File: src/rtl/dct_arith_pkg.sv
// Shared arithmetic constants and saturation limits for the 2D-DCT butterfly datapath.
package dct_arith_pkg;

  localparam int unsigned DCT_WIDTH = 24;
  localparam int unsigned DCT_SEG_W = 8;

  // Largest positive two's-complement value of width w, zero-extended to 64 bits.
  function automatic logic [63:0] max_pos(input int unsigned w);
    return (64'd1 << (w - 1)) - 64'd1;
  endfunction

  // Most negative two's-complement value of width w, zero-extended to 64 bits.
  function automatic logic [63:0] max_neg(input int unsigned w);
    return 64'd1 << (w - 1);
  endfunction

endpackage

File: src/rtl/addsub_segment.sv
// One SEG_W-bit slice of the segmented carry chain; purely combinational.
module addsub_segment #(
  parameter int unsigned SEG_W = 8
) (
  input  logic [SEG_W-1:0] a_seg,
  input  logic [SEG_W-1:0] b_seg,
  input  logic             cin,
  output logic [SEG_W-1:0] s_seg,
  output logic             cout,
  output logic             c_msb_in
);

  logic [SEG_W:0] full;

  always_comb begin
    full     = {1'b0, a_seg} + {1'b0, b_seg} + {{SEG_W{1'b0}}, cin};
    s_seg    = full[SEG_W-1:0];
    cout     = full[SEG_W];
    // Carry into the MSB recovered from the MSB sum bit: s = a ^ b ^ c.
    c_msb_in = s_seg[SEG_W-1] ^ a_seg[SEG_W-1] ^ b_seg[SEG_W-1];
  end

endmodule

File: src/rtl/pipelined_addsub.sv
// Pipelined two's-complement add/subtract with one register stage per carry segment,
// valid/ready handshake, signed overflow detection and optional saturation.
module pipelined_addsub
  import dct_arith_pkg::*;
#(
  parameter int unsigned WIDTH = DCT_WIDTH,
  parameter int unsigned SEG_W = DCT_SEG_W
) (
  input  logic             clk,
  input  logic             rst,
  input  logic             in_valid,
  output logic             in_ready,
  input  logic [WIDTH-1:0] a,
  input  logic [WIDTH-1:0] b,
  input  logic             sub,
  input  logic             sat,
  output logic             out_valid,
  input  logic             out_ready,
  output logic [WIDTH-1:0] sum,
  output logic             cout,
  output logic             ovf
);

  localparam int unsigned NSEG = WIDTH / SEG_W;
  localparam int unsigned LAST = NSEG - 1;
  localparam logic [WIDTH-1:0] SAT_POS = WIDTH'(max_pos(WIDTH));
  localparam logic [WIDTH-1:0] SAT_NEG = WIDTH'(max_neg(WIDTH));

  logic adv;

  // Stage k inputs. The working word holds computed sum bits below segment k and
  // still-unprocessed A bits from segment k upward.
  logic             st_v   [NSEG];
  logic [WIDTH-1:0] st_w   [NSEG];
  logic [WIDTH-1:0] st_b   [NSEG];
  logic             st_c   [NSEG];
  logic             st_sat [NSEG];

  logic [WIDTH-1:0] nxt_w  [NSEG];
  logic             seg_co [NSEG];
  logic             seg_cm [NSEG];

  logic             out_valid_q;
  logic [WIDTH-1:0] sum_q, sum_d;
  logic             cout_q, ovf_q, ovf_d;

  assign adv      = !out_valid_q || out_ready;
  assign in_ready = adv;

  assign st_v[0]   = in_valid;
  assign st_w[0]   = a;
  assign st_b[0]   = b ^ {WIDTH{sub}};
  assign st_c[0]   = sub;
  assign st_sat[0] = sat;

  for (genvar k = 0; k < NSEG; k++) begin : g_seg
    logic [SEG_W-1:0] s_seg;
    logic [WIDTH-1:0] w_d;

    addsub_segment #(.SEG_W(SEG_W)) u_seg (
      .a_seg    (st_w[k][k*SEG_W +: SEG_W]),
      .b_seg    (st_b[k][k*SEG_W +: SEG_W]),
      .cin      (st_c[k]),
      .s_seg    (s_seg),
      .cout     (seg_co[k]),
      .c_msb_in (seg_cm[k])
    );

    always_comb begin
      w_d = st_w[k];
      w_d[k*SEG_W +: SEG_W] = s_seg;
    end
    assign nxt_w[k] = w_d;

    if (k < LAST) begin : g_reg
      logic             v_q, c_q, sat_q;
      logic [WIDTH-1:0] w_q, b_q;

      always_ff @(posedge clk) begin
        if (rst) begin
          v_q <= 1'b0;
        end else if (adv) begin
          v_q   <= st_v[k];
          w_q   <= w_d;
          b_q   <= st_b[k];
          c_q   <= seg_co[k];
          sat_q <= st_sat[k];
        end
      end

      assign st_v[k+1]   = v_q;
      assign st_w[k+1]   = w_q;
      assign st_b[k+1]   = b_q;
      assign st_c[k+1]   = c_q;
      assign st_sat[k+1] = sat_q;
    end
  end

  // Top segment still carries A's MSB in the working word, so the clamp direction
  // needs no separate copy of the original operand.
  always_comb begin
    ovf_d = seg_co[LAST] ^ seg_cm[LAST];
    sum_d = nxt_w[LAST];
    if (st_sat[LAST] && ovf_d) begin
      sum_d = st_w[LAST][WIDTH-1] ? SAT_NEG : SAT_POS;
    end
  end

  always_ff @(posedge clk) begin
    if (rst) begin
      out_valid_q <= 1'b0;
      sum_q       <= '0;
      cout_q      <= 1'b0;
      ovf_q       <= 1'b0;
    end else if (adv) begin
      out_valid_q <= st_v[LAST];
      if (st_v[LAST]) begin
        sum_q  <= sum_d;
        cout_q <= seg_co[LAST];
        ovf_q  <= ovf_d;
      end
    end
  end

  assign out_valid = out_valid_q;
  assign sum       = sum_q;
  assign cout      = cout_q;
  assign ovf       = ovf_q;

endmodule
File: config.mk
export PLATFORM = sky130hd
export DESIGN_NAME = pipelined_addsub
export DESIGN_NICKNAME = d
export VERILOG_FILES = /design/src/rtl/dct_arith_pkg.sv /design/src/rtl/addsub_segment.sv /design/src/rtl/pipelined_addsub.sv
export SDC_FILE = /design/constraint.sdc
export NUM_CORES = 1
export LEC_CHECK = 0
export BUFFER_PORTS_ARGS = -buffer_cell sky130_fd_sc_hd__buf_2
export CORE_MARGIN = 1.5
export CORE_UTILIZATION = 57
export CTS_BUF_LIST = sky130_fd_sc_hd__clkbuf_2 sky130_fd_sc_hd__clkbuf_4 sky130_fd_sc_hd__clkbuf_8
export DETAILED_ROUTE_END_ITERATION = 10
export PLACE_DENSITY_LB_ADDON = 0.12
export SYNTH_ARGS = -nofsm -noshare
export SYNTH_HDL_FRONTEND = slang
export SYNTH_SLANG_ARGS = --single-unit
File: constraint.sdc
create_clock -name clk -period 6.5 [get_ports clk]
set_clock_uncertainty 0.2 [all_clocks]
set_input_delay 1.3 -clock clk [delete_from_list [all_inputs] [get_ports clk]]
set_output_delay 1.3 -clock clk [all_outputs]
set_load 0.01 [all_outputs]
==> flow_summary.ini <==
[worst_setup_path]
crit_path_max_incr_delay_ps = 510
critPathMostFrequentCell = a21oi_1
reg2reg_slack_ps = 2950
cp_num_buf_inv = 1
worstSetupPathType = in2reg
critPathTopFamily = compound AO/OA/AOI/OAI gates
worst-path-max-fanout = 24
required_ps = 6420
cp_data_arrival_time_ps = 3500
startpoint_type = input port
cp-end-kind = flip-flop
cp_slowest_cell = buf_2
crit_chain = buf_2 > xor2_1 > fa_1 > a21o_1 > a21oi_1 > o21bai_1 > a21oi_1 > nor2b_1 > o21ai_0 > nand2b_1

[clock_tree]
cts_root_buf = clkbuf_8
ctsHtreeMaxLevel = 3
post_cts_buffers = 0
cts_hold_repair.buffers = 0
cts_made_buffers = 9
cts_sinks = 105
clk_latency_ps = 360
cts_tree = done
cts_resized = 0
clk_path_buf_depth = 2
clk_pin_slew_worst_paths_ps = 90

[die]
chipWidth_um = 91.9
start_util_pct = 58.7
dieHeight_um = 91.9
ioPinCount = 82
core_area_sq_um = 7690
rows = 32
die_area_sq_um = 8450

[yosys]
synth_edf_count = 76
syn-instance-count = 304
yosys_warnings = 0
ys_ff_latch = 105
yosys.cell_types.count = 42
synth-async-reset-ratio_pct = 0
ys_seq_area_share_pct = 63.5
synth_area_per_cell_sq_um = 14.8
synth_ff_type = edfxtp_1
syn_nets = 384
synth_area_sq_um = 4510

[global_routing]
grtUsageTotal_pct = 17.3
grt_pass1_vias = 2422
grt_start_max_net_pins = 77
gr-total-overflow = 0
grt_pass1_wl_um = 11100
antenna_found_initial = 0

[detailed_routing]
via_per_inst = 5.30
postRouteAntennaNets = 0
wirelength_um = 6840
drt_iter0_drc = 125
wl_per_cell_um = 13.9
vias = 2611
route.detailed.drc = 0
drtPass1Iterations = 4

[sta]
max_freq_mhz = 279
slew_headroom_pct = 21.2
rsz0062_at_grt = false
fin_tns_setup_ps = 0
finalSetupViolations = 0
worstMarginPinSlew_ps = 1170
hold_violations = 0
min_period_ps = 3580
period_share_pct = 55.1
finalMaxSlewViolations = 0

[final_layout]
drive_gt1_share_pct = 28.6
final_nets = 466
diodes = 0
area_growth_pct = 14.3

[placed_design]
gp_congestion = 0.784
portBuffers = 81
dp_hpwl_um = 4840

[outcome]
status = completed

[pwr]
powerDensity_nw_per_um2 = 269
leakage_nw = 2.17
ir_worst_vdd_mv = 0.113
total_power_mw = 1.39

[hold_path]
hold_class = reg2reg

[run]
max_cap_viol_count = 0
==> layout make-up <==
class | instances | area [sq um]
Clock buffer | 11 | 139
Clock inverter | 5 | 41.3
Fill cell | 567 | 2530
Inverter | 13 | 48.8
Multi-Input combinational cell | 175 | 1520
Sequential cell | 105 | 2860
Tap cell | 102 | 128
Timing Repair Buffer | 82 | 413
==> stage by stage <==
step	util [%]	setup slack (ps)	cell area [sq um]	hold WS, ps	instances
2_1_floorplan	-	676	4510	200	304
6_report	67.0	2920	5150	222	493
5_1_grt	67.0	2680	5150	232	493
3_5_place_dp	64.7	2490	4970	205	477
4_1_cts	67.0	2900	5150	215	493
3_3_place_gp	64.7	2580	4970	201	477
==> logic make-up after synthesis <==
kind of cell	Yosys count	synth area share [%]
AOI/OAI and AO/OA	68	11.6
DFF	105	63.5
muxes	3	0.694
adders and majority gates	26	8.05
and+or+nand+nor	35	4.27
xor gates and xnor gates	43	8.88
buffers and inverters	24	3.02
==> Yosys cell counts, drive strengths merged (2+ instances only) <==
cell | number | area, sq um
a21oi | 16 | 83.8
mux2i | 2 | 20.0
nor3 | 3 | 15.0
a211oi | 4 | 35.0
and2 | 2 | 13.8
xor2 | 31 | 272
nand4 | 2 | 12.5
inv | 13 | 48.8
a221o | 22 | 223
buf | 6 | 48.8
nor2 | 13 | 51.3
o21ai | 9 | 45.0
fa | 5 | 100
xnor2 | 11 | 104
nand3 | 3 | 15.0
a21o | 9 | 67.6
edfxtp | 76 | 2280
nand2b | 4 | 25.0
dfxtp | 29 | 581
clkbuf | 5 | 38.8
nand2 | 3 | 11.3
nor2b | 3 | 18.8
o21a | 2 | 15.0
o21bai | 3 | 22.5
ha | 21 | 263
==> sequential cells by signal, summed over array words and instances (netlist names) <==
signal and cells:
cout 1, g_seg.g_reg.b_q 24, g_seg.g_reg.c_q 2, g_seg.g_reg.sat_q 2
g_seg.g_reg.v_q 2, g_seg.g_reg.w_q 48, out_valid 1, ovf 1
sum 24
==> routing by layer <==
layer,global-route usage [%],up-vias,share of wire [%]
met5,0,-,0
met4,9.62,0,2.3
met3,4.31,10,6.0
met2,27.6,68,48
met1,21.7,1237,44
li1,-,1296,-
==> final timing paths <==
check | end | from | depth (start not counted)
max | g_seg[0].g_reg.c_q | sub | 10
min | g_seg[1].g_reg.w_q[5] | g_seg[0].g_reg.w_q[5] | 0
max reg2reg | sum[1] | g_seg[1].g_reg.c_q | 10
min reg2reg | g_seg[1].g_reg.w_q[5] | g_seg[0].g_reg.w_q[5] | 0
==> report_power, final <==
group / switching [mW] / internal (mW)
sequential: 0.0211 / 0.791
combinational: 0.112 / 0.0994
clock: 0.211 / 0.151
==> placed cells by master (no fill, tap or decap), types with 3 or more instances in the layout <==
master / Yosys / final
a21o_1: 9 / 9
a221o_1: 20 / 20
ha_1: 21 / 21
dfxtp_1: 29 / 29
nand2_1: 3 / 3
clkbuf_8: 2 / 9
nand3_1: 3 / 3
xnor2_1: 10 / 10
a21oi_1: 15 / 15
o21bai_1: 3 / 3
o21ai_0: 7 / 7
nand2b_1: 4 / 4
fa_1: 5 / 5
inv_1: 13 / 13
nor3_1: 3 / 3
xor2_1: 31 / 31
a211oi_1: 3 / 3
buf_2: 0 / 81
edfxtp_1: 76 / 76
nor2_1: 12 / 11
No activity file was read; power rests on OpenSTA's default activity.
